==> src/rtl/ttc_pkg.sv <==
// rtl/ttc_pkg.sv - shared constants and FSM encoding for the TTC generator
package ttc_pkg;

    localparam int TTC_MXBXN     = 12;
    localparam int TTC_LHC_CYCLE = 3564;
    localparam int TTC_MXCNT     = 32;
    localparam int TTC_L1A_GAP   = 3;

    typedef enum logic [1:0] {
        ST_IDLE   = 2'd0,
        ST_RUN    = 2'd1,
        ST_RESYNC = 2'd2
    } ttc_state_t;

endpackage

==> src/rtl/sat_counter.sv <==
// rtl/sat_counter.sv - saturating event counter with synchronous clear
module sat_counter #(
    parameter int WIDTH = 32
) (
    input  logic             i_clock,
    input  logic             i_reset,
    input  logic             i_clear,
    input  logic             i_inc,
    output logic [WIDTH-1:0] o_count
);

    logic [WIDTH-1:0] r_count;

    // Count up on i_inc, stick at all-ones; reset and clear both zero it.
    always_ff @(posedge i_clock) begin
        if (i_reset || i_clear) begin
            r_count <= '0;
        end else if (i_inc && (r_count != '1)) begin
            r_count <= r_count + WIDTH'(1);
        end
    end

    assign o_count = r_count;

endmodule

==> src/rtl/ttc_generator.sv <==
// rtl/ttc_generator.sv - BX0 / resync / L1A strobe generator with status counters
module ttc_generator
    import ttc_pkg::*;
#(
    parameter int MXBXN     = TTC_MXBXN,
    parameter int LHC_CYCLE = TTC_LHC_CYCLE,
    parameter int MXCNT     = TTC_MXCNT,
    parameter int L1A_GAP   = TTC_L1A_GAP
) (
    input  logic             clock,
    input  logic             reset,
    input  logic             enable,
    input  logic [MXBXN-1:0] bx0_position,
    input  logic             resync_req,
    input  logic             l1a_req,
    input  logic [15:0]      l1a_period,
    output logic             ttc_bx0,
    output logic             ttc_resync,
    output logic             ttc_l1a,
    output logic [MXBXN-1:0] bxn_counter,
    output logic [MXCNT-1:0] bx0_sent_cnt,
    output logic [MXCNT-1:0] l1a_sent_cnt,
    output logic [MXCNT-1:0] l1a_drop_cnt
);

    localparam int               GAPW     = (L1A_GAP > 2) ? $clog2(L1A_GAP) : 1;
    localparam logic [GAPW-1:0]  GAP_LOAD = GAPW'(L1A_GAP - 1);
    localparam logic [MXBXN-1:0] LAST_BX  = MXBXN'(LHC_CYCLE - 1);
    localparam logic [MXBXN:0]   CYC_EXT  = (MXBXN + 1)'(LHC_CYCLE);

    ttc_state_t       r_state;
    ttc_state_t       w_state_next;
    logic [MXBXN-1:0] r_bx0_pos_lim;
    logic [MXBXN-1:0] r_bxn;
    logic             r_bx0;
    logic             r_resync;
    logic             r_l1a;
    logic             r_resync_pending;
    logic             r_l1a_pending;
    logic [15:0]      r_period_cnt;
    logic [GAPW-1:0]  r_gap;

    logic w_active;
    logic w_in_run;
    logic w_bx0_slot;
    logic w_resync_issue;
    logic w_l1a_issue;
    logic w_period_hit;
    logic w_l1a_event;
    logic w_l1a_drop;

    // Clamp the requested BX0 position into the orbit, one clock late.
    always_ff @(posedge clock) begin
        if (reset) begin
            r_bx0_pos_lim <= '0;
        end else if ({1'b0, bx0_position} >= CYC_EXT) begin
            r_bx0_pos_lim <= LAST_BX;
        end else begin
            r_bx0_pos_lim <= bx0_position;
        end
    end

    // Issue decisions; dropping enable suppresses everything immediately.
    always_comb begin
        w_active       = enable && (r_state != ST_IDLE);
        w_in_run       = enable && (r_state == ST_RUN);
        w_bx0_slot     = w_in_run && (r_bxn == r_bx0_pos_lim);
        w_resync_issue = w_in_run && r_resync_pending && !w_bx0_slot;
        w_l1a_issue    = w_in_run && r_l1a_pending && !w_bx0_slot &&
                         !w_resync_issue && (r_gap == '0);
        w_period_hit   = (l1a_period != 16'd0) && (r_period_cnt == (l1a_period - 16'd1));
        w_l1a_event    = w_in_run && !w_resync_issue && (l1a_req || w_period_hit);
        w_l1a_drop     = w_l1a_event && r_l1a_pending;
    end

    // FSM state register.
    always_ff @(posedge clock) begin
        if (reset) begin
            r_state <= ST_IDLE;
        end else begin
            r_state <= w_state_next;
        end
    end

    // FSM next state: RUN leaves to RESYNC for exactly one cycle; enable low always wins.
    always_comb begin
        w_state_next = r_state;
        case (r_state)
            ST_IDLE:   w_state_next = ST_RUN;
            ST_RUN:    if (w_resync_issue) w_state_next = ST_RESYNC;
            ST_RESYNC: w_state_next = ST_RUN;
            default:   w_state_next = ST_IDLE;
        endcase
        if (!enable) begin
            w_state_next = ST_IDLE;
        end
    end

    // BXN counter, registered strobes, pending flags, period and gap counters.
    always_ff @(posedge clock) begin
        if (reset || !w_active) begin
            r_bxn            <= '0;
            r_bx0            <= 1'b0;
            r_resync         <= 1'b0;
            r_l1a            <= 1'b0;
            r_resync_pending <= 1'b0;
            r_l1a_pending    <= 1'b0;
            r_period_cnt     <= '0;
            r_gap            <= '0;
        end else begin
            r_bx0    <= w_bx0_slot;
            r_resync <= w_resync_issue;
            r_l1a    <= w_l1a_issue;

            if (w_resync_issue || (r_bxn == LAST_BX)) begin
                r_bxn <= '0;
            end else begin
                r_bxn <= r_bxn + MXBXN'(1);
            end

            if (w_resync_issue) begin
                r_resync_pending <= 1'b0;
            end else if (resync_req) begin
                r_resync_pending <= 1'b1;
            end

            if (w_resync_issue) begin
                r_l1a_pending <= 1'b0;
                r_period_cnt  <= '0;
                r_gap         <= '0;
            end else begin
                if (w_l1a_issue) begin
                    r_gap <= GAP_LOAD;
                end else if (r_gap != '0) begin
                    r_gap <= r_gap - GAPW'(1);
                end

                if (w_in_run) begin
                    if ((l1a_period == 16'd0) || w_period_hit) begin
                        r_period_cnt <= '0;
                    end else begin
                        r_period_cnt <= r_period_cnt + 16'd1;
                    end
                end

                if (w_l1a_issue) begin
                    r_l1a_pending <= 1'b0;
                end else if (w_l1a_event) begin
                    r_l1a_pending <= 1'b1;
                end
            end
        end
    end

    sat_counter #(.WIDTH(MXCNT)) u_bx0_sent (
        .i_clock (clock),
        .i_reset (reset),
        .i_clear (w_resync_issue),
        .i_inc   (w_bx0_slot),
        .o_count (bx0_sent_cnt)
    );

    sat_counter #(.WIDTH(MXCNT)) u_l1a_sent (
        .i_clock (clock),
        .i_reset (reset),
        .i_clear (w_resync_issue),
        .i_inc   (w_l1a_issue),
        .o_count (l1a_sent_cnt)
    );

    sat_counter #(.WIDTH(MXCNT)) u_l1a_drop (
        .i_clock (clock),
        .i_reset (reset),
        .i_clear (1'b0),
        .i_inc   (w_l1a_drop),
        .o_count (l1a_drop_cnt)
    );

    assign ttc_bx0     = r_bx0;
    assign ttc_resync  = r_resync;
    assign ttc_l1a     = r_l1a;
    assign bxn_counter = r_bxn;

endmodule

==> config.mk <==
export PLATFORM = sky130hd
export DESIGN_NAME = ttc_generator
export DESIGN_NICKNAME = d
export VERILOG_FILES = /design/src/rtl/ttc_pkg.sv /design/src/rtl/sat_counter.sv /design/src/rtl/ttc_generator.sv
export SDC_FILE = /design/constraint.sdc
export NUM_CORES = 1
export LEC_CHECK = 0
export CAP_MARGIN = 10
export CORE_MARGIN = 2
export CORE_UTILIZATION = 47
export DETAILED_ROUTE_END_ITERATION = 10
export GPL_TIMING_DRIVEN = 0
export PLACE_DENSITY = 0.81
export REMOVE_ABC_BUFFERS = 1
export SLEW_MARGIN = 30
export SYNTH_ARGS = -nofsm -noshare
export SYNTH_HDL_FRONTEND = slang
export SYNTH_SLANG_ARGS = --single-unit
==> constraint.sdc <==
create_clock -name clock -period 4.1 [get_ports clock]
set_input_delay 0.41 -clock clock [delete_from_list [all_inputs] [get_ports clock]]
set_output_delay 0.41 -clock clock [all_outputs]
set_load 0.005 [all_outputs]
==> impl_metrics.env, run 1 <==
export IMPL_tightest_slew_ps=871.4
export IMPL_antenna_left=0
export IMPL_r2r_cells=8
export IMPL_power_frac_seq=0.436
export IMPL_dp_hpwl_um=12730
export IMPL_ys_warn_count=0
export IMPL_switchingPower_uw=651.7
export IMPL_crit_path_start="l1a_period[0]"
export IMPL_io_buffer_count=143
export IMPL_overflow=0
export IMPL_setup_ws_ps=222.7
export IMPL_synthTopCellsByArea="dfxtp_1 40%, xnor2_1 7.6%, nor2_1 5.7%"
export IMPL_maxClockFrequency_mhz=257.9
export IMPL_dp_slack_ps=-402.8
export IMPL_p_int_uw=2614
export IMPL_grt_max_degree=35
export IMPL_pwr_share_comb=0.043
export IMPL_p_sw_frac=0.1996
export IMPL_synth_top_area_frac=0.4011
export IMPL_use_met2=0.3507
export IMPL_ys_seq_area_frac=0.4011
export IMPL_clkTransAtPathRegs_ps=60
export IMPL_core_um2=15150
export IMPL_use_met1=0.2688
export IMPL_skew_ps=13.04
export IMPL_powerDensity_nw_per_um2=341.2
export IMPL_start_kind="input port"
export IMPL_fin_crit_sh=0.9457
export IMPL_grt_antenna_before_repair=0
export IMPL_die_area_um2=16410
export IMPL_timing_rr_start="bxn_counter[4]$_SDFF_PP0_"
export IMPL_p_clk_frac=0.521
export IMPL_drv_slew=0
export IMPL_antenna_cells=0
export IMPL_yosysMostFrequentCell="dfxtp_1"
export IMPL_vias_per_cell=5.468
export IMPL_layout_min_cycle_time_ps=3877
export IMPL_nNetsFinal=1039
export IMPL_slew_headroom=0.4169
export IMPL_ir_drop_v=0.0002569
export IMPL_rsz0062_at_grt="false"
export IMPL_row_count=45
export IMPL_clock_latency_ps=420
export IMPL_die_y_um=128.1
export IMPL_wl_um=17510
export IMPL_io_pins=144
export IMPL_numClockSinks=145
export IMPL_die_x_um=128.1
export IMPL_synth_edf_count=0
export IMPL_stdcell_area_um2=9569
export IMPL_numCtsBuffers=17
export IMPL_synthTopCellsByCount="145 x dfxtp_1, 110 x nor2_1, 63 x nand2_1, 63 x xnor2_1, 49 x nand3_1"
export IMPL_ys_seq_elements=145
export IMPL_placement_cell_area_um2=8881
export IMPL_cts_root_buf="clkbuf_16"
export IMPL_maxCapViolations=0
export IMPL_grt_pass1_vias=6005
export IMPL_outcome="finished clean"
export IMPL_start_util=0.4778
export IMPL_routabilityCongestion=0.8597
export IMPL_synthFlopType="dfxtp_1"
export IMPL_drc=0
export IMPL_critPathKind="input port to flip-flop"
export IMPL_holdBufCountCts=0
export IMPL_tns_ps=0
export IMPL_setup_viol=0
export IMPL_synthesis_instances=861
export IMPL_crit_required_ps=4400
export IMPL_area_growth_pct=32.23
export IMPL_dr_first_iter_drc_count=438
export IMPL_ys_types=61
export IMPL_grt_pass1_wl_um=28370
export IMPL_htree_num_levels=4
export IMPL_drive_gt1_frac=0.07404
export IMPL_met3_usage=0.05593
export IMPL_hold_class="flip-flop to flip-flop"
export IMPL_vias=6567
export IMPL_drtPass1Iterations=4
export IMPL_wl_per_cell_um=14.58
export IMPL_endpoint_kind="flip-flop"
export IMPL_crit_path_max_fanout=11
export IMPL_synth_area_leader_cell="dfxtp_1"
export IMPL_async_reset_ff_frac=0
export IMPL_netlist_area_um2=7237
export IMPL_grt_busiest_layer="met2"
export IMPL_p_leak_uw=0.003146
export IMPL_crit_arrival_ps=4180
export IMPL_whs_path_depth=1
export IMPL_synth_avg_cell_area_um2=8.405
export IMPL_clockBufferDepth=2
export IMPL_fillerInstances=1287
export IMPL_grtUsageTotal=0.2127
export IMPL_hold_violations=0
export IMPL_cts_tree="done"
export IMPL_hp_start="r_gap[0]$_SDFFE_PP0P_"
registers in the layout, summed over array words and instances, names as in the netlist:
signal              flops
r_l1a_pending           1
r_gap                   2
bxn_counter            12
r_resync_pending        1
r_bx0_pos_lim          12
ttc_bx0                 1
u_l1a_sent.o_count     32
u_l1a_drop.o_count     32
u_bx0_sent.o_count     32
r_state                 2
ttc_l1a                 1
ttc_resync              1
r_period_cnt           16
cell usage in the layout (no fill, tap or decap), types with 17 or more instances in the layout:
master / Yosys / routed
nand4_1: 37 / 37
a21oi_1: 44 / 44
xor2_1: 45 / 45
clkbuf_16: 0 / 17
clkdlybuf4s50_1: 0 / 142
o21ai_0: 24 / 24
dfxtp_1: 145 / 145
and3_1: 17 / 17
nand3_1: 49 / 49
nor3_1: 36 / 36
xnor2_1: 63 / 63
nand2_1: 63 / 63
nor2_1: 110 / 109
or3_1: 20 / 20
inv_1: 32 / 32
timing repair:
action | CTS | global route
resized for setup | 0 | 3
hold endpoints to repair | 0 | 0
buffers inserted | 0 | 2
setup endpoints to repair | 0 | 9
cell type report:
type                            instances  area, um^2  share of cell area
Clock buffer                           23       478.0             0.04995
Clock inverter                          9       177.7             0.01857
Inverter                               32       120.1             0.01255
Multi-Input combinational cell        655        4129              0.4315
Sequential cell                       145        2903              0.3033
Tap cell                              188       235.2             0.02458
Timing Repair Buffer                  149        1526              0.1595
stage by stage:
stage	hold WS, ps	utilization	total power [uW]	cells
after floorplan	422.0	-	1516	832
after global placement	435.0	0.5800	1581	1163
after detailed placement	441.1	0.5864	1593	1167
after CTS	448.9	0.6297	3292	1199
after global routing	481.4	0.6318	3377	1201
final	444.7	0.6318	3265	1201
worst max-delay path, cell delays in order:
cell and delay (ps):
clkdlybuf4s50_1 500, inv_1 100, ha_1 210, or3b_4 430, or4_4 500, a2111oi_4 390, and4bb_1 290, a41oi_4 280
nor2_2 510, and3_1 240, mux2_2 330
layer usage:
metal	vias to the layer above	share of wire
met5	-	0
met4	0	0.016
met3	19	0.055
met2	162	0.49
met1	3086	0.44
li1	3300	-
cells by family (layout without fill, tap and decap cells):
kind of cell / count (synthesis) / in the layout / share of synthesized area
compound gates: 98 / 98 / 0.08714
mux: 13 / 13 / 0.01971
fa+ha+maj: 6 / 6 / 0.01037
buf+inv: 61 / 213 / 0.03302
flops: 145 / 145 / 0.4011
simple gates: 430 / 430 / 0.3179
xor+xnor: 108 / 108 / 0.1307
path summary, 6_finish.rpt:
| check | to | slack (ps) |
|---|---|---|
| worst max-delay path | u_l1a_drop.o_count[4]$_SDFFE_PP0P_ | 220 |
| worst min-delay path | r_gap[0]$_SDFFE_PP0P_ | 440 |
| worst max register to register | u_l1a_drop.o_count[4]$_SDFFE_PP0P_ | 670 |
| worst min register to register | r_gap[0]$_SDFFE_PP0P_ | 440 |
power by group through the flow:
stage	logic (uW)	registers, uW	clock network (uW)
floorplan	63.4	1450	0
CTS	141	1420	1730
global placement	128	1450	0
detailed placement	140	1450	0
global route	155	1420	1800
finish	141	1420	1700
No activity file was read; power rests on OpenSTA's default activity.
==> run 2, diff against run 1 <==
Settings changed: CORE_UTILIZATION 47 to 40, PLACE_DENSITY 0.81 to 0.72, SLEW_MARGIN 30 to 20.
==> impl_metrics.env, run 2 (same netlist as run 1, synthesis figures left out) <==
export IMPL_outcome="finished clean"
export IMPL_die_y_um=138.5
export IMPL_layout_min_cycle_time_ps=3881
export IMPL_endpoint_kind="flip-flop"
export IMPL_core_um2=17840
export IMPL_start_util=0.4056
export IMPL_r2r_slack_ps=700
export IMPL_nNetsFinal=1039
export IMPL_stdcell_area_um2=9538
export IMPL_grt_antenna_before_repair=0
export IMPL_grtUsageTotal=0.1823
export IMPL_wl_per_cell_um=14.26
export IMPL_grt_pass1_wl_um=29370
export IMPL_clockBufferDepth=2
export IMPL_crit_path_max_fanout=11
export IMPL_grt_pass1_vias=6162
export IMPL_clkTransAtPathRegs_ps=60
export IMPL_cts_tree="done"
export IMPL_fin_crit_sh=0.9465
export IMPL_tightest_slew_ps=908.3
export IMPL_dp_hpwl_um=12850
export IMPL_start_kind="input port"
export IMPL_drtPass1Iterations=4
export IMPL_die_area_um2=19180
export IMPL_dr_first_iter_drc_count=399
export IMPL_ir_drop_v=0.0002852
export IMPL_htree_num_levels=4
export IMPL_timing_rr_start="bxn_counter[2]$_SDFF_PP0_"
export IMPL_wl_um=17700
export IMPL_holdBufCountCts=0
export IMPL_placedCellCount=1207
export IMPL_numClockSinks=145
export IMPL_critPathKind="input port to flip-flop"
export IMPL_rsz0062_at_grt="false"
export IMPL_grt_max_degree=33
export IMPL_crit_required_ps=4400
export IMPL_antenna_left=0
export IMPL_overflow=0
export IMPL_cts_root_buf="clkbuf_16"
export IMPL_hold_violations=0
export IMPL_io_pins=144
export IMPL_antenna_cells=0
export IMPL_row_count=49
export IMPL_drv_slew=0
export IMPL_placement_cell_area_um2=8910
export IMPL_skew_ps=9.915
export IMPL_numCtsBuffers=17
export IMPL_whs_path_depth=1
export IMPL_p_leak_uw=0.003115
export IMPL_cp_endpoint="u_l1a_drop.o_count[31]$_SDFFE_PP0P_"
export IMPL_maxCapViolations=0
export IMPL_whs_ps=447.6
export IMPL_hold_class="flip-flop to flip-flop"
export IMPL_crit_path_start="l1a_period[0]"
export IMPL_fin_util=0.5346
export IMPL_slew_headroom=0.3908
export IMPL_io_buffer_count=143
export IMPL_drive_gt1_frac=0.07312
export IMPL_routabilityCongestion=0.8305
export IMPL_reg2reg_to="u_l1a_drop.o_count[4]$_SDFFE_PP0P_"
export IMPL_r2r_cells=8
export IMPL_final_cell_mix="145 x dfxtp_1, 142 x clkdlybuf4s50_1, 109 x nor2_1, 63 x xnor2_1, 63 x nand2_1"
export IMPL_powerDensity_nw_per_um2=327.8
export IMPL_drc=0
export IMPL_die_x_um=138.5
export IMPL_final_common_cell="dfxtp_1"
export IMPL_maxClockFrequency_mhz=257.7
export IMPL_final_cell_count_no_fill=1241
export IMPL_setup_viol=0
export IMPL_crit_arrival_ps=4180
export IMPL_setup_ws_ps=219.3
export IMPL_area_growth_pct=31.79
export IMPL_vias=6520
export IMPL_vias_per_cell=5.254
export IMPL_clock_latency_ps=420
export IMPL_dp_slack_ps=-411.3
run 2: cell type report:
class	instances	area [um^2]
multi-input combinational	655	4119
timing repair buffer	149	1516
fill	1664	8303
tap	229	286.5
clock inverter	11	136.4
inverter	32	120.1
clock buffer	20	456.7
sequential	145	2903
run 2: timing repair:
item / 4_1_cts / 5_1_grt
setup buffers: 0 / 3
pin swaps: 0 / 1
resized for setup: 1 / 1
setup endpoints to repair: 1 / 5
run 2: through the flow:
step	power [uW]	TNS (ps)
6_report	3127	0
5_1_grt	3229	0
4_1_cts	3164	0
3_5_place_dp	1592	-3836
3_3_place_gp	1582	-78480
2_1_floorplan	1516	0
run 2: worst min-delay path by stage:
| stage | start | end | slack [ps] |
|---|---|---|---|
| 2_1_floorplan | r_gap[0]$_SDFFE_PP0P_ | r_gap[0]$_SDFFE_PP0P_ | 420 |
| 3_3_place_gp | r_gap[0]$_SDFFE_PP0P_ | r_gap[0]$_SDFFE_PP0P_ | 430 |
| 3_5_place_dp | r_gap[0]$_SDFFE_PP0P_ | r_gap[0]$_SDFFE_PP0P_ | 440 |
| 4_1_cts | r_gap[0]$_SDFFE_PP0P_ | r_gap[0]$_SDFFE_PP0P_ | 450 |
| 5_1_grt | r_gap[0]$_SDFFE_PP0P_ | r_gap[0]$_SDFFE_PP0P_ | 480 |
| 6_report | r_gap[0]$_SDFFE_PP0P_ | r_gap[0]$_SDFFE_PP0P_ | 450 |
run 2: worst max-delay path: stages:
cell	delay [ps]
clkdlybuf4s50_1	490
inv_1	100
ha_1	200
or3b_4	420
or4_4	500
a2111oi_4	380
and4bb_1	290
a41oi_4	290
or4_1	760
o31ai_2	230
a21oi_1	90
run 2: routing by layer:
metal  share of wire  track usage  up-vias  routed length (um)
li1                -            -     3305                   -
met4           0.016      0.05908        0                 289
met3           0.043      0.04538       17                 764
met5               0            0        -                   0
met2            0.48       0.3090      117                8456
met1            0.46       0.2279     3081                8186
run 2: power by group:
part	internal [uW]	switching, uW	leakage (uW)	total, uW
combinational	65.4	74.0	0.00165	139
sequential	1420	4.50	0.00117	1420
clock	981	584	0.000296	1570
total	2460	663	0.00312	3130
==> run 3, diff against run 2 <==
Settings changed: CORE_ASPECT_RATIO set to 0.8, REMOVE_ABC_BUFFERS 1 to unset.
==> impl_metrics.env, run 3 (same netlist as run 1, synthesis figures left out) <==
export IMPL_holdBufCountCts=0
export IMPL_placement_cell_area_um2=8940
export IMPL_die_x_um=154.4
export IMPL_numCtsBuffers=17
export IMPL_fin_crit_sh=0.9263
export IMPL_grtUsageTotal=0.1931
export IMPL_routabilityCongestion=0.8626
export IMPL_maxCapViolations=0
export IMPL_grt_pass1_wl_um=30370
export IMPL_powerDensity_nw_per_um2=324.5
export IMPL_final_cell_count_no_fill=1260
export IMPL_syn_num_nets=900
export IMPL_htree_num_levels=4
export IMPL_fillerInstances=1614
export IMPL_start_kind="input port"
export IMPL_dp_hpwl_um=13460
export IMPL_cts_resized=0
export IMPL_post_cts_setup_buffers=0
export IMPL_crit_arrival_ps=4080
export IMPL_rsz0062_at_grt="false"
export IMPL_p_total_uw=3092
export IMPL_grt_busiest_layer="met2"
export IMPL_crit_required_ps=4380
export IMPL_wl_um=18550
export IMPL_critPathKind="input port to flip-flop"
export IMPL_regArea_um2=2903
export IMPL_clockBufferDepth=2
export IMPL_io_buffer_count=142
export IMPL_drc=0
export IMPL_overflow=0
export IMPL_numClockSinks=145
export IMPL_p_leak_uw=0.003104
export IMPL_dr_first_iter_drc_count=354
export IMPL_slew_headroom=0.3965
export IMPL_io_pins=144
export IMPL_vias=6692
export IMPL_skew_ps=12.54
export IMPL_met3_usage=0.04906
export IMPL_drive_gt1_frac=0.06473
export IMPL_vias_per_cell=5.311
export IMPL_antenna_left=0
export IMPL_clkTransAtPathRegs_ps=60
export IMPL_wl_per_cell_um=14.72
export IMPL_setup_ws_ps=302.2
export IMPL_dp_slack_ps=-172.2
export IMPL_die_y_um=124.3
export IMPL_stdcell_area_um2=9530
export IMPL_core_um2=17540
export IMPL_nNetsFinal=1061
export IMPL_outcome="finished clean"
export IMPL_row_count=43
export IMPL_hold_violations=0
export IMPL_antenna_cells=0
export IMPL_layout_min_cycle_time_ps=3798
export IMPL_final_common_cell="dfxtp_1"
export IMPL_maxClockFrequency_mhz=263.3
export IMPL_die_area_um2=19190
export IMPL_endpoint_kind="flip-flop"
export IMPL_multi_input_area_um2=4100
export IMPL_grt_max_degree=17
export IMPL_ir_drop_v=0.0002824
export IMPL_cts_root_buf="clkbuf_16"
export IMPL_final_cell_mix="145 x dfxtp_1, 141 x clkdlybuf4s50_1, 110 x nor2_1, 63 x xnor2_1, 63 x nand2_1"
export IMPL_crit_path_max_fanout=10
export IMPL_start_util=0.4126
export IMPL_placedCellCount=1228
export IMPL_cts_tree="done"
export IMPL_drtPass1Iterations=7
export IMPL_hold_class="flip-flop to flip-flop"
export IMPL_setup_viol=0
export IMPL_use_met2=0.2870
export IMPL_tightest_slew_ps=897.5
export IMPL_use_met1=0.2764
export IMPL_clock_latency_ps=420
export IMPL_drv_slew=0
export IMPL_grt_pass1_vias=6159
export IMPL_area_growth_pct=31.69
export IMPL_grt_antenna_before_repair=0
-- run 3: changes by cell type in the layout (fill, tap and decap cells not counted), sizes merged --
cell	previous run	this run
clkbuf	20	47
buf	7	4
bufinv	3	2
clkdlybuf4s50	142	141
clkinvlp	1	2
dlymetal6s2s	0	1
inv	33	32
-- run 3: layout make-up --
class	instances	area share
clock inverters	10	0.01142
clock buffers	22	0.04976
flip-flops and latches	145	0.3046
repair buffers	142	0.1494
plain buffers	29	0.01247
multi-input cells	655	0.4302
well taps	225	0.02954
inverters	32	0.01260
-- run 3: worst paths after layout --
check,start,endpoint,slack (ps),cells after the start
setup / recovery,l1a_period[1],u_l1a_drop.o_count[15]$_SDFFE_PP0P_,300,13
hold / removal,r_gap[0]$_SDFFE_PP0P_,r_gap[0]$_SDFFE_PP0P_,470,1
setup reg to reg,bxn_counter[2]$_SDFF_PP0_,u_l1a_drop.o_count[31]$_SDFFE_PP0P_,400,9
hold reg to reg,r_gap[0]$_SDFFE_PP0P_,r_gap[0]$_SDFFE_PP0P_,470,1
-- run 3: worst max-delay path, cell delays in order --
cell	delay (ps)
clkdlybuf4s50_1	470
inv_1	80
ha_1	190
or3b_4	430
or4_4	500
a2111oi_4	370
and4bb_1	280
a41oi_4	180
buf_6	190
or4_1	510
buf_2	180
o21ai_0	180
a21oi_1	80
-- run 3: per-layer routing --
metal  vias to the layer above  part of all wire
li1                       3360                 -
met1                      3137              0.50
met2                       175              0.43
met3                        20             0.057
met4                         0             0.015
met5                         -                 0
-- run 3: per-stage QoR --
stage	utilization	hold WS, ps	TNS (ps)
2_1_floorplan	-	422.0	0
6_report	0.5434	465.3	0
5_1_grt	0.5434	467.6	0
3_5_place_dp	0.5097	443.0	-1300
3_3_place_gp	0.5097	434.4	-1139
4_1_cts	0.5429	460.6	0
-- run 3: power by group --
group	internal, uW	switching [uW]	total [uW]
Combinational	61.8	76.5	138
Sequential	1420	5.00	1420
Clock	940	592	1530
Total	2420	673	3090
